==> config.mk <==
export PLATFORM = sky130hd
export DESIGN_NAME = memory_arbiter
export DESIGN_NICKNAME = d
export VERILOG_FILES = /design/src/rtl/memory_arbiter.sv
export SDC_FILE = /design/constraint.sdc
export NUM_CORES = 1
export LEC_CHECK = 0
export CAP_MARGIN = 20
export CORE_AREA = 3 3 103 105
export CTS_CLUSTER_SIZE = 25
export DETAILED_ROUTE_END_ITERATION = 8
export DIE_AREA = 0 0 106 108
export SYNTH_ARGS = -nofsm -noshare
export SYNTH_HDL_FRONTEND = slang
export SYNTH_SLANG_ARGS = --single-unit
==> constraint.sdc <==
create_clock -name CLK -period 4.3 [get_ports CLK]
set_clock_uncertainty 0.15 [all_clocks]
set_input_delay 0.86 -clock CLK [delete_from_list [all_inputs] [get_ports CLK]]
set_output_delay 0.86 -clock CLK [all_outputs]
set_load 0.01 [all_outputs]
==> src/rtl/memory_arbiter.sv <==
// Arbitrates icache and dcache requests onto a single RAM port.
// dcache has priority; a saturating starvation counter forces icache after STARVE_MAX dcache grants.
module memory_arbiter #(
  parameter int unsigned STARVE_MAX = 4
) (
  input  logic        CLK,
  input  logic        nRST,
  input  logic        iREN,
  input  logic [31:0] iaddr,
  output logic        iwait,
  output logic [31:0] iload,
  input  logic        dREN,
  input  logic        dWEN,
  input  logic [31:0] daddr,
  input  logic [31:0] dstore,
  output logic        dwait,
  output logic [31:0] dload,
  output logic        ramREN,
  output logic        ramWEN,
  output logic [31:0] ramaddr,
  output logic [31:0] ramstore,
  input  logic [31:0] ramload,
  input  logic [1:0]  ramstate
);

  localparam int unsigned SW = $clog2(STARVE_MAX + 1);
  localparam logic [1:0] RAM_ACCESS = 2'd2;
  localparam logic [SW-1:0] STARVE_TOP = SW'(STARVE_MAX);

  typedef enum logic [1:0] {
    IDLE   = 2'd0,
    DGRANT = 2'd1,
    IGRANT = 2'd2
  } state_t;

  state_t          state, next_state;
  logic [SW-1:0]   starve, next_starve;
  logic            dreq, access;

  assign dreq   = dREN | dWEN;
  assign access = (ramstate == RAM_ACCESS);
  assign iwait  = iREN & ~((state == IGRANT) & access);
  assign dwait  = dreq & ~((state == DGRANT) & access);

  // State and starvation counter registers
  always_ff @(posedge CLK, negedge nRST) begin
    if (!nRST) begin
      state  <= IDLE;
      starve <= '0;
    end else begin
      state  <= next_state;
      starve <= next_starve;
    end
  end

  // Next-state, starvation update and RAM/load steering
  always_comb begin
    next_state  = state;
    next_starve = starve;
    ramREN      = 1'b0;
    ramWEN      = 1'b0;
    ramaddr     = '0;
    ramstore    = '0;
    iload       = '0;
    dload       = '0;
    case (state)
      IDLE: begin
        if (dreq && (!iREN || (starve < STARVE_TOP))) next_state = DGRANT;
        else if (iREN)                                 next_state = IGRANT;
      end
      DGRANT: begin
        ramaddr  = daddr;
        ramstore = dstore;
        ramWEN   = dWEN;
        ramREN   = dREN & ~dWEN;
        dload    = ramload;
        if (!dreq) begin
          next_state = IDLE;
        end else if (access) begin
          next_state = IDLE;
          if (iREN) next_starve = (starve == STARVE_TOP) ? starve : starve + SW'(1);
          else      next_starve = '0;
        end
      end
      IGRANT: begin
        // Read enable follows the request so a withdrawal drops it at once
        ramaddr = iaddr;
        ramREN  = iREN;
        iload   = ramload;
        if (!iREN) begin
          next_state = IDLE;
        end else if (access) begin
          next_state  = IDLE;
          next_starve = '0;
        end
      end
      default: next_state = IDLE;
    endcase
  end

endmodule
==> qor.yml <==
cts_tree: "yes"
topRoutingLayerUsed: "met5"
die_h_um: 108
num_vias: 2499
grt_max_degree: 73
gp_congestion: 0.809
synth_top_cell_area_share_pct: 38.8
postCtsSetupBuffers: 0
synth_cell_types: 28
period_minus_slack_ns: 3.57
clock_sinks: 5
setup_violations: 0
fin_hold_ws_ns: 0.381
crit_type: "register to primary output"
wl_met2_mm: 4.79
clk_pin_slew_ns: 0.03
cp_max_fo: 45
netlist_area_um2: 1560
setup_ws_ns: 0.727
wire_per_inst_um: 15.5
synth_seq_cells: 5
hp-class: "register to register"
numPortBuffers: 266
grt_pass1_wl_mm: 13.7
overflow: 0
status: "complete, no violations"
track_usage_pct: 15.0
p_per_area_nw_per_um2: 390
vdd_drop_max_v: 0.000172
drt_iter0_drc: 130
rows: 36
totalWireLength_mm: 9.49
nets: 622
area_growth_pct: 179
numCtsBuffers: 3
drc: 0
drv_slew: 0
initial_utilization_pct: 16.1
crit_path_start_kind: "register"
worstPathArrival_ns: 2.56
die-area_um2: 11400
wirelength_met1_mm: 3.75
fp.dieW_um: 106
leakage_nw: 1.61
cts_root_buffer: "clkbuf_8"
wl_met3_um: 799
diodes: 0
htreeDepth: 1
drive_above_1_share_pct: 2.08
worstMarginPinSlew_ns: 0.867
hold_viol: 0
ios: 267
syn_inst: 230
dp_hpwl_mm: 7.93
post_cts_resized: 0
rsz0062_at_grt: "no"
fmax_mhz: 280
antenna_found_initial: 1
via_per_inst: 4.08
timing.final.crit_share_pct: 83.1
yosysSeqAreaShare_pct: 8.01
grt_pass1_vias: 2374
synthTopCellsByArea: "and2_1 (39%), a22oi_1 (15%), nor2b_1 (14%)"
synth_area_leader_cell: "and2_1"
maxCapViolCount: 0
first_pass_iters: 4
setup_tns_ns: 0
worstSkewPairLatency_ns: 0.22
core_region_area_um2: 9730
postCtsHoldBufs: 0
yosys_warnings: 0
antenna_left: 0
crit_required_ns: 3.29
synth.avg_cell_area_um2: 6.79
crit_path_end_kind: "primary output"
relSlewSlack_pct: 42.2
syn_nets: 371
place_ws_ns: 0.901
cts_buffer_depth: 2
[logic make-up after synthesis]
family | share of synthesized area (%)
compound gates | 20.3
buf+inv | 7.77
flops | 8.01
simple gates | 58.1
fa+ha+maj | 4.80
mux | 0.960
[layout by cell type (no fill, tap or decap)]
master | Yosys | final
clkbuf_8 | 0 | 3
nor3_2 | 1 | 1
a211oi_1 | 1 | 1
nor2_1 | 3 | 3
inv_1 | 5 | 5
clkbuf_1 | 15 | 1
o22ai_1 | 1 | 1
nand2_1 | 5 | 5
ha_2 | 0 | 2
and2_1 | 97 | 97
clkdlybuf4s50_1 | 0 | 266
o21ai_1 | 4 | 4
a22oi_1 | 32 | 32
ha_1 | 6 | 4
nand3b_1 | 2 | 2
a21boi_0 | 1 | 1
mux2_4 | 1 | 1
dfrtp_1 | 5 | 5
a31oi_1 | 1 | 1
buf_4 | 2 | 1
o21ai_0 | 1 | 1
nand2b_1 | 1 | 1
o211ai_1 | 1 | 1
buf_12 | 0 | 1
nor2b_1 | 34 | 34
nand4_2 | 1 | 1
a21oi_1 | 2 | 2
or3b_1 | 1 | 1
a21o_1 | 1 | 1
nand4_1 | 1 | 1
[cells in the mapped netlist, drive strengths merged]
library cell	count
o21ai	5
nor3	1
ha	6
a21o	1
a31oi	1
dfrtp	5
a22oi	32
or3b	1
a21oi	2
nand2b	1
a211oi	1
and2	97
o22ai	1
mux2	1
inv	5
nand3b	2
clkbuf	15
nor2b	34
a21boi	1
nand2	5
nand4	2
buf	7
o211ai	1
nor2	3
[final timing paths]
check / from / end / slack (ns) / depth (start not counted)
max: state[0] / iload[2] / 0.73 / 5
min: starve[1] / starve[1] / 0.38 / 2
max reg2reg: state[0] / starve[2] / 2.01 / 6
min reg2reg: starve[1] / starve[1] / 0.38 / 2
max in group asynchronous: nRST / starve[1] / 3.07 / 1
min in group asynchronous: nRST / state[0] / 0.73 / 1
[area by class of cell]
cell class	instances	area, µm²
fill	973	5360
timing repair buffer	268	2690
multi-input combinational	198	1320
tap	133	166
sequential	5	125
clock buffer	4	45.0
inverter	5	18.8
[report_power, final]
group | leakage (nW) | internal [mW] | switching [mW]
clock | 0.0228 | 0.0635 | 0.0213
combinational | 1.52 | 0.881 | 0.659
sequential | 0.0657 | 0.0639 | 0.0155
[registers in the layout, indices dropped and copies added (netlist names)]
name and flops:
starve 3, state 2
[critical path, stage by stage (launching register included)]
cell and delay [ns]:
dfrtp_1 0.39, inv_1 0.12, ha_2 0.77, buf_4 0.35
and2_1 0.15, clkdlybuf4s50_1 0.55
[layer usage]
| metal | global-route usage [%] | vias up |
|---|---|---|
| met5 | 0 | - |
| met4 | 2.78 | 2 |
| met2 | 26.6 | 132 |
| met1 | 18.0 | 1086 |
| li1 | - | 1265 |
| met3 | 4.78 | 14 |
[metrics by stage]
| step | cell area [µm²] | std cells | util (%) | power, mW |
|---|---|---|---|---|
| floorplan | 1560 | 230 | - | 0.795 |
| global placement | 4320 | 609 | 44.4 | 1.63 |
| detailed placement | 4320 | 609 | 44.4 | 1.64 |
| CTS | 4370 | 613 | 44.9 | 1.73 |
| global route | 4370 | 613 | 44.9 | 1.83 |
| finish | 4370 | 613 | 44.9 | 1.70 |
Note: power is estimated with default switching activity, not from simulation.
==> RTL change: new RTL, config.mk and constraints unchanged <==
Change the parameter `STARVE_MAX` from 4 to 8.
--- a/src/rtl/memory_arbiter.sv
+++ b/src/rtl/memory_arbiter.sv
@@ -1,7 +1,7 @@
 // Arbitrates icache and dcache requests onto a single RAM port.
 // dcache has priority; a saturating starvation counter forces icache after STARVE_MAX dcache grants.
 module memory_arbiter #(
-  parameter int unsigned STARVE_MAX = 4
+  parameter int unsigned STARVE_MAX = 8
 ) (
   input  logic        CLK,
   input  logic        nRST,
Behaviour: not the same (a bounded check fails within 10 cycles, from zero or initial values and one cycle with nRST low).
==> RTL change against the original RTL <==
Worst setup slack improved by 0.20 ns; largest cell class unchanged; largest power group unchanged; via count increased by 2.4%; non-clock buffer count increased by 2; cell area increased by 2.0%; synthesized area increased by 4.0%; sequential cell count increased by 1; worst hold slack improved by 0.0058 ns; die area unchanged; wire length increased by 0.37%; sequential share of layout area increased by 0.51 points; synthesized cell count increased by 1.7%; total power increased by 4.8%.
==> RTL change: results (changes against the original RTL) <==
* Initial antenna violation count at 0 (was 1)
* CP max stage delay at 0.57 ns (was 0.77 ns)
* Status: complete, no violations (unchanged)
* GR Util met2 at 0.296 (was 0.266)
* LEAKAGE at 1.65 nW (was 1.61 nW)
* Pin count of the biggest net entering global routing at 55 (was 73)
* Top flop regs: starve: 4 flops, state: 2 flops (was starve: 3 flops, state: 2 flops)
* Register area share after synthesis at 0.0924 (was 0.0801)
* Synth warn at 0 (unchanged)
* Net Count, Synth at 375 (was 371)
* DR WL/cell at 15.4 um (was 15.5 um)
* Area of the multi-input gates at 1370 sq um (was 1320 sq um)
* GR Util met3 at 0.0448 (was 0.0478)
* Slew of the pin with the lowest slew margin at 0.825 ns (was 0.867 ns)
* CTS root buf: clkbuf_8 (unchanged)
* Post-DP Area at 4410 sq um (was 4320 sq um)
* Layout cells sized above 1 at 0.0288 (was 0.0208)
* Filler instances at 953 (was 973)
* Reg2reg setup slack at 2.25 ns (was 2.01 ns)
* Crit-path max FO at 33 (was 45)
* Initial DRC count at 97 (was 130)
* Cell variety after synth at 29 (was 28)
* Total global-route track usage at 0.152 (was 0.150)
* Layout Nets at 629 (was 622)
* RD Place Congestion at 0.798 (was 0.809)
* Cell internal pwr at 1.05 mW (was 1.01 mW)
* Commonest cells post-synth: and2_1 (97), nor2b_1 (34), a22oi_1 (32) (unchanged)
* Met1 usage in global routing at 0.161 (was 0.180)
* Max VDD drop at 0.206 mV (was 0.172 mV)
* Detailed-route via count at 2560 (was 2499)
-- RTL change: cell types whose count changed in the layout (fill, tap and decap cells not counted), moves of 2 or more --
cell       unedited run  this run
o21ai_1               4         2
nand3_1               0         2
o2bb2ai_1             0         3
nand2_1               5         3
buf_4                 1         3
-- RTL change: metal layers --
metal  wire, um  part of all wire  vias to the layer above
met5          0                 0                        -
met4        142             0.015                        0
met3        857             0.090                       10
met2       5030              0.53                      141
met1       3490              0.37                     1123
li1           -                 -                     1286
-- RTL change: cell type report --
cell class	count	area share
clock buffer	3	0.00927
timing repair buffer	270	0.607
inverter	6	0.00506
sequential	6	0.0337
multi-input combinational	201	0.307
tap	133	0.0374
-- RTL change: worst max-delay path, delay by kind of cell, from the launching register on --
kind                       cells  cell delay [ns]
buffers and inverters          3             1.05
adders and majority gates      1             0.44
DFF                            1             0.39
AOI/OAI and AO/OA              1             0.13
and+or+nand+nor                1             0.12
-- RTL change: power by group through the flow --
stage	Combinational (mW)	Clock [mW]	Sequential (mW)
2_1_floorplan	0.754	0	0.0923
3_3_place_gp	1.62	0	0.0962
3_5_place_dp	1.63	0	0.0976
4_1_cts	1.64	0.0830	0.0968
5_1_grt	1.74	0.0861	0.100
6_report	1.61	0.0807	0.0968
-- RTL change: kinds of logic (layout without fill, tap and decap cells) --
logic type / count (synthesis) / count (layout) / share of synthesized area
and+or+nand+nor: 147 / 147 / 0.559
DFF: 6 / 6 / 0.0924
adders and majority gates: 6 / 6 / 0.0462
muxes: 2 / 2 / 0.0154
AOI/OAI and AO/OA: 46 / 46 / 0.219
buffers and inverters: 27 / 279 / 0.0685
-- RTL change: path summary, 6_finish.rpt --
kind                                       start  depth (start not counted)               endpoint
setup / recovery            state[0]$_DFFE_PN0P_                          6             ramaddr[3]
hold reg to reg            starve[2]$_DFFE_PN0P_                          1  starve[2]$_DFFE_PN0P_
min in group asynchronous                   nRST                          1   state[0]$_DFFE_PN0P_
setup reg to reg            state[0]$_DFFE_PN0P_                          6  starve[0]$_DFFE_PN0P_
hold / removal             starve[2]$_DFFE_PN0P_                          1  starve[2]$_DFFE_PN0P_
max in group asynchronous                   nRST                          1  starve[0]$_DFFE_PN0P_
-- RTL change: per-stage QoR --
step,hold slack (ns),setup WS [ns]
floorplan,0.340,1.94
global placement,0.366,0.986
detailed placement,0.375,0.952
CTS,0.383,0.874
global route,0.417,0.677
finish,0.386,0.923
